## src/rtl/o_feature_writeback_pkg.sv

```systemverilog
// Shared constants, opcodes and FSM state type for the output feature writeback path.
package o_feature_writeback_pkg;

    localparam int DEF_DATA_W = 16;
    localparam int DEF_BUS_W  = 128;
    localparam int DEF_ADDR_W = 15;

    localparam logic [6:0] OP_NOP     = 7'd0;
    localparam logic [6:0] OP_FETCH   = 7'd1;
    localparam logic [6:0] OP_COMPUTE = 7'd2;
    localparam logic [6:0] OP_WB      = 7'd3;

    // Largest edge whose square still fits the 2^15-word feature_out memory.
    localparam logic [7:0] MAX_FEATURE_SIZE = 8'd181;

    typedef enum logic [1:0] {
        IDLE,
        READ,
        SEND,
        DONE
    } wb_state_e;

    function automatic logic size_legal(input logic [7:0] n);
        return (n != 8'd0) && (n <= MAX_FEATURE_SIZE);
    endfunction

endpackage

```

## src/rtl/o_feature_pack.sv

```systemverilog
// Collects one beat of elements from the feature_out read port into a lane register.
// Optional ReLU on capture when O_FEATURE_RELU_EN is defined.
module o_feature_pack
    import o_feature_writeback_pkg::*;
#(
    parameter int DATA_W = DEF_DATA_W,
    parameter int LANES  = DEF_BUS_W / DEF_DATA_W
) (
    input  logic                    clk,
    input  logic                    rst,
    input  logic                    clear,
    input  logic                    rd_en,
    input  logic [DATA_W-1:0]       rd_data,
    output logic [LANES*DATA_W-1:0] beat_data
);

    localparam int LANE_W = $clog2(LANES + 1);

    logic                    rd_en_q;
    logic [LANE_W-1:0]       lane_q;
    logic [LANES*DATA_W-1:0] data_q;

    function automatic logic [DATA_W-1:0] shape(input logic [DATA_W-1:0] x);
`ifdef O_FEATURE_RELU_EN
        return x[DATA_W-1] ? '0 : x;
`else
        return x;
`endif
    endfunction

    // Clearing the whole register at beat start is what zero-pads a short final beat.
    always_ff @(posedge clk) begin
        if (rst) begin
            rd_en_q <= 1'b0;
            lane_q  <= '0;
            data_q  <= '0;
        end else begin
            // NOTE: non-blocking assignments keep every register update in this block
            // reading pre-edge values, independent of statement order.
            rd_en_q <= rd_en;
            if (clear) begin
                lane_q <= '0;
                data_q <= '0;
            end else if (rd_en_q) begin
                data_q[int'(lane_q)*DATA_W +: DATA_W] <= shape(rd_data);
                lane_q <= lane_q + LANE_W'(1);
            end
        end
    end

    assign beat_data = data_q;

endmodule

```

## src/rtl/o_feature_writeback.sv

```systemverilog
// Drains an N*N output feature map from feature_out memory into 128-bit external beats.
// Build option: define O_FEATURE_RELU_EN to zero negative elements on the way out.
module o_feature_writeback
    import o_feature_writeback_pkg::*;
#(
    parameter int DATA_W = DEF_DATA_W,
    parameter int BUS_W  = DEF_BUS_W,
    parameter int ADDR_W = DEF_ADDR_W
) (
    input  logic              clk,
    input  logic              rst,
    input  logic [6:0]        opcode,
    input  logic [7:0]        feature_size,
    input  logic              feature_out_select,
    output logic              rd_en,
    output logic [ADDR_W-1:0] rd_addr,
    input  logic [DATA_W-1:0] rd_data,
    output logic              o_mem_select,
    output logic [BUS_W-1:0]  o_data,
    output logic              o_valid,
    input  logic              o_ready,
    output logic              o_last,
    output logic              busy,
    output logic              done,
    output logic              err
);

    localparam int LANES  = BUS_W / DATA_W;
    localparam int LANE_W = $clog2(LANES + 1);

    wb_state_e         state_q, state_d;
    logic [6:0]        opcode_q;
    logic [15:0]       remaining_q;
    logic [LANE_W-1:0] issue_q;
    logic [ADDR_W-1:0] addr_q;
    logic              mem_sel_q;
    logic              err_q;

    logic              start_req;
    logic              size_ok;
    logic              issue;
    logic              handshake;
    logic              beat_clear;
    logic [15:0]       total;
    logic [BUS_W-1:0]  beat_data;

    assign total      = 16'(feature_size) * 16'(feature_size);
    assign size_ok    = size_legal(feature_size);
    assign start_req  = (opcode == OP_WB) && (opcode_q != OP_WB) && (state_q == IDLE);
    assign issue      = (state_q == READ) && (remaining_q != 16'd0) && (issue_q != LANE_W'(LANES));
    assign handshake  = (state_q == SEND) && o_ready;
    assign beat_clear = (start_req && size_ok) || (handshake && (remaining_q != 16'd0));

    // READ ends on the first cycle with nothing to issue: the final capture lands on that edge.
    always_comb begin
        // NOTE: default first so every path assigns state_d and no latch is inferred.
        state_d = state_q;
        unique case (state_q)
            IDLE: if (start_req && size_ok) state_d = READ;
            READ: if (!issue) state_d = SEND;
            SEND: if (o_ready) state_d = (remaining_q == 16'd0) ? DONE : READ;
            DONE: state_d = IDLE;
            default: state_d = IDLE;
        endcase
    end

    always_ff @(posedge clk) begin
        if (rst) begin
            state_q     <= IDLE;
            opcode_q    <= OP_NOP;
            remaining_q <= '0;
            issue_q     <= '0;
            addr_q      <= '0;
            mem_sel_q   <= 1'b0;
            err_q       <= 1'b0;
        end else begin
            state_q  <= state_d;
            opcode_q <= opcode;
            if (start_req) begin
                if (size_ok) begin
                    err_q       <= 1'b0;
                    mem_sel_q   <= feature_out_select;
                    remaining_q <= total;
                    addr_q      <= '0;
                    issue_q     <= '0;
                end else begin
                    err_q <= 1'b1;
                end
            end else begin
                if (issue) begin
                    remaining_q <= remaining_q - 16'd1;
                    issue_q     <= issue_q + LANE_W'(1);
                    // Hold on the final element so rd_addr never passes total-1.
                    if (remaining_q != 16'd1) addr_q <= addr_q + ADDR_W'(1);
                end
                if (handshake) issue_q <= '0;
            end
        end
    end

    o_feature_pack #(
        .DATA_W (DATA_W),
        .LANES  (LANES)
    ) u_pack (
        .clk       (clk),
        .rst       (rst),
        .clear     (beat_clear),
        .rd_en     (issue),
        .rd_data   (rd_data),
        .beat_data (beat_data)
    );

    assign rd_en        = issue;
    assign rd_addr      = addr_q;
    assign o_mem_select = mem_sel_q;
    assign o_valid      = (state_q == SEND);
    assign o_data       = o_valid ? beat_data : '0;
    assign o_last       = o_valid && (remaining_q == 16'd0);
    assign busy         = (state_q == READ) || (state_q == SEND);
    assign done         = (state_q == DONE);
    assign err          = err_q;

endmodule
```

## config.mk

```make
export PLATFORM = sky130hd
export DESIGN_NAME = o_feature_writeback
export DESIGN_NICKNAME = d
export VERILOG_FILES = /design/src/rtl/o_feature_writeback_pkg.sv /design/src/rtl/o_feature_pack.sv /design/src/rtl/o_feature_writeback.sv
export SDC_FILE = /design/constraint.sdc
export NUM_CORES = 1
export LEC_CHECK = 0
export ABC_AREA = 1
export CORE_ASPECT_RATIO = 0.6
export CORE_UTILIZATION = 55
export DETAILED_ROUTE_END_ITERATION = 7
export PLACE_DENSITY_LB_ADDON = 0.15
export SYNTH_ARGS = -nofsm -noshare
export SYNTH_HDL_FRONTEND = slang
export SYNTH_HIERARCHICAL = 1
export SYNTH_SLANG_ARGS = --single-unit
```

## constraint.sdc

```tcl
create_clock -name clk -period 5.4 [get_ports clk]
set_clock_uncertainty 0.05 [all_clocks]
set_input_delay 1.35 -clock clk [delete_from_list [all_inputs] [get_ports clk]]
set_output_delay 1.35 -clock clk [all_outputs]
set_load 0.01 [all_outputs]
```

==> flow_summary.json <==
{
  "cts_sinks": 179,
  "post-route-period-util": 0.960,
  "ys_seq_area_frac": 0.319,
  "grt_usage": 0.304,
  "clk_path_buf_depth": 2,
  "cts_buffers": 17,
  "cts_root_buffer": "clkbuf_16",
  "syn_avg_cell_area_sq_um": 6.40,
  "rsz0062_at_grt": "no",
  "timing.hold.ws_ns": 0.398,
  "dp_hpwl_mm": 23.2,
  "ys_ff_latch": 179,
  "synth_area_sq_um": 11200,
  "final_util": 0.691,
  "start_util": 0.561,
  "vias": 11217,
  "min_period_ns": 5.18,
  "worstSetupStartpointType": "primary input",
  "drv_slew": 0,
  "placement.io_buffers": 184,
  "timing.final.hold_violations": 0,
  "syn_inst": 1757,
  "setup_viol": 0,
  "worstSetupPathType": "in2reg",
  "power-per-cell-area_nw_per_um2": 392,
  "grt_pass1_vias": 9852,
  "core_area_sq_um": 20000,
  "wl_per_cell_microns": 14.4,
  "drive_above_1_share": 0.0641,
  "path_clk_slew_ns": 0.07,
  "cp_data_required_time_ns": 5.66,
  "num_rows": 40,
  "remaining_drc_errors": 0,
  "fmax_mhz": 193,
  "gr-total-overflow": 0,
  "htreeDepth": 4,
  "drt_iter0_markers": 1403,
  "viasPerCell": 5.11,
  "leakage_nw": 7.04,
  "antenna_found_initial": 0,
  "cts_tree": "yes",
  "crit_fanout": 4,
  "fin_nets": 2011,
  "tightest_slew_ns": 1.14,
  "fp.dieH_microns": 113,
  "wirelength_mm": 31.7,
  "routabilityCongestion": 0.913,
  "area_delta_synth_final_pct": 23.1,
  "yosysUniqueCellTypes": 42,
  "cp.arrival_ns": 5.45,
  "drv_cap": 0,
  "grt_start_max_net_pins": 94,
  "yosys_warnings": 6,
  "dieWidth_microns": 187,
  "hold_path_class": "reg2reg",
  "clkLatencyLatePin_ns": 0.44,
  "peakVddDrop_mv": 0.532,
  "firstDrtPassIters": 6,
  "ant_nets": 0,
  "max-slew-margin-rel": 0.236,
  "grt_pass1_wl_mm": 51.3,
  "ioPinCount": 185,
  "die_area_sq_um": 21000,
  "cp-end-kind": "register",
  "antenna_cells": 0,
  "status": "complete, no violations",
  "synth_nets": 1860
}
## registers in the layout, indices dropped and copies added (netlist names)
| signal | cells |
|---|---|
| o_mem_select | 1 |
| issue_q | 4 |
| u_pack/beat_data | 128 |
| u_pack/lane_q | 4 |
| err | 1 |
| remaining_q | 16 |
| opcode_q | 7 |
| state_q | 2 |
| u_pack/rd_en_q | 1 |
| rd_addr | 15 |
## kinds of logic (layout without fill, tap and decap cells)
logic type / after synthesis / after routing / share of synthesized area
AOI/OAI and AO/OA: 194 / 194 / 0.0911
xor gates and xnor gates: 27 / 27 / 0.0210
adders and majority gates: 68 / 68 / 0.0924
buffers and inverters: 402 / 565 / 0.144
DFF: 179 / 179 / 0.319
and+or+nand+nor: 887 / 887 / 0.332
## final timing paths
path | start | to | slack [ns] | cells after the start
min | u_pack/beat_data[80] | u_pack/beat_data[80] | 0.40 | 2
max | feature_size[2] | remaining_q[15] | 0.22 | 20
min reg2reg | u_pack/beat_data[80] | u_pack/beat_data[80] | 0.40 | 2
max reg2reg | u_pack/lane_q[0] | u_pack/beat_data[41] | 1.51 | 7
## where the power goes
group	switching, mW	internal [mW]	total [mW]
clock network	0.607	0.612	1.22
logic	1.71	0.912	2.62
registers	0.135	1.44	1.58
## routing by layer
layer / track usage / part of all wire / vias to the layer above
li1: - / - / 5610
met1: 0.487 / 0.51 / 5056
met2: 0.404 / 0.37 / 522
met3: 0.0698 / 0.10 / 29
met4: 0.0557 / 0.0095 / 0
met5: 0 / 0 / -
## stage by stage
step	TNS (ns)	power [mW]	setup WS [ns]	cell area (sq um)	std cells
detailed placement	-1.10	4.16	-0.204	13300	2162
global route	0	5.83	0.00269	13800	2193
floorplan	0	3.54	0.412	11200	1757
finish	0	5.42	0.216	13800	2193
global placement	-0.678	4.13	-0.146	13300	2162
CTS	0	5.38	0.222	13800	2193
## final cells by class
| class | instances | area, sq um |
|---|---|---|
| fillers | 1764 | 6180 |
| multi-input cells | 1176 | 6060 |
| flip-flops and latches | 179 | 3580 |
| repair buffers | 215 | 2090 |
| inverters | 319 | 1200 |
| clock buffers | 17 | 425 |
| well taps | 273 | 342 |
| clock inverters | 14 | 140 |
## layout by cell type (no fill, tap or decap), types with 37 or more instances in the layout
cell type / count
nand2_1: 416
inv_1: 306
nor2_1: 296
clkdlybuf4s50_1: 184
dfxtp_1: 179
o21ai_0: 100
nand3_1: 85
a21oi_1: 59
ha_1: 42
nor3_1: 37
## synth_stat cells, drive strengths merged
master | number | area (sq um)
nor3 | 38 | 195
nor4 | 1 | 6.26
nand3 | 87 | 445
inv | 317 | 1190
nand3b | 2 | 15.0
xor2 | 17 | 149
nor2 | 311 | 1250
dfxtp | 179 | 3580
clkbuf | 44 | 168
nand2 | 434 | 1720
o21ai | 117 | 586
a21oi | 69 | 379
o211a | 1 | 10.0
ha | 43 | 538
o21a | 1 | 7.51
clkinv | 2 | 7.51
and3 | 1 | 6.26
or2 | 2 | 12.5
xnor2 | 10 | 87.6
buf | 39 | 254
fa | 25 | 500
a31oi | 3 | 18.8
nand4 | 11 | 75.1
a21o | 3 | 22.5
## repair_timing
action,4_1_cts,5_1_grt
hold buffers,0,0
setup buffers,0,0
hold endpoints to repair,0,0
endpoints found under the setup margin,0,3
resized for setup,0,1
## worst max-delay path, cell delays in order
cell and delay (ns):
clkdlybuf4s50_1 0.54, nand2_1 0.10, fa_1 0.55, inv_1 0.10, fa_1 0.49, fa_1 0.55, inv_1 0.06, fa_1 0.53
inv_1 0.04, ha_1 0.34, nand2_1 0.12, inv_1 0.05, nand2_1 0.11, nand2_1 0.07, nand2_1 0.08, nand3_1 0.07
nand2_1 0.06, nand3_1 0.07, nand3_1 0.09, a21oi_1 0.06
(Power assumes the default switching activity.)
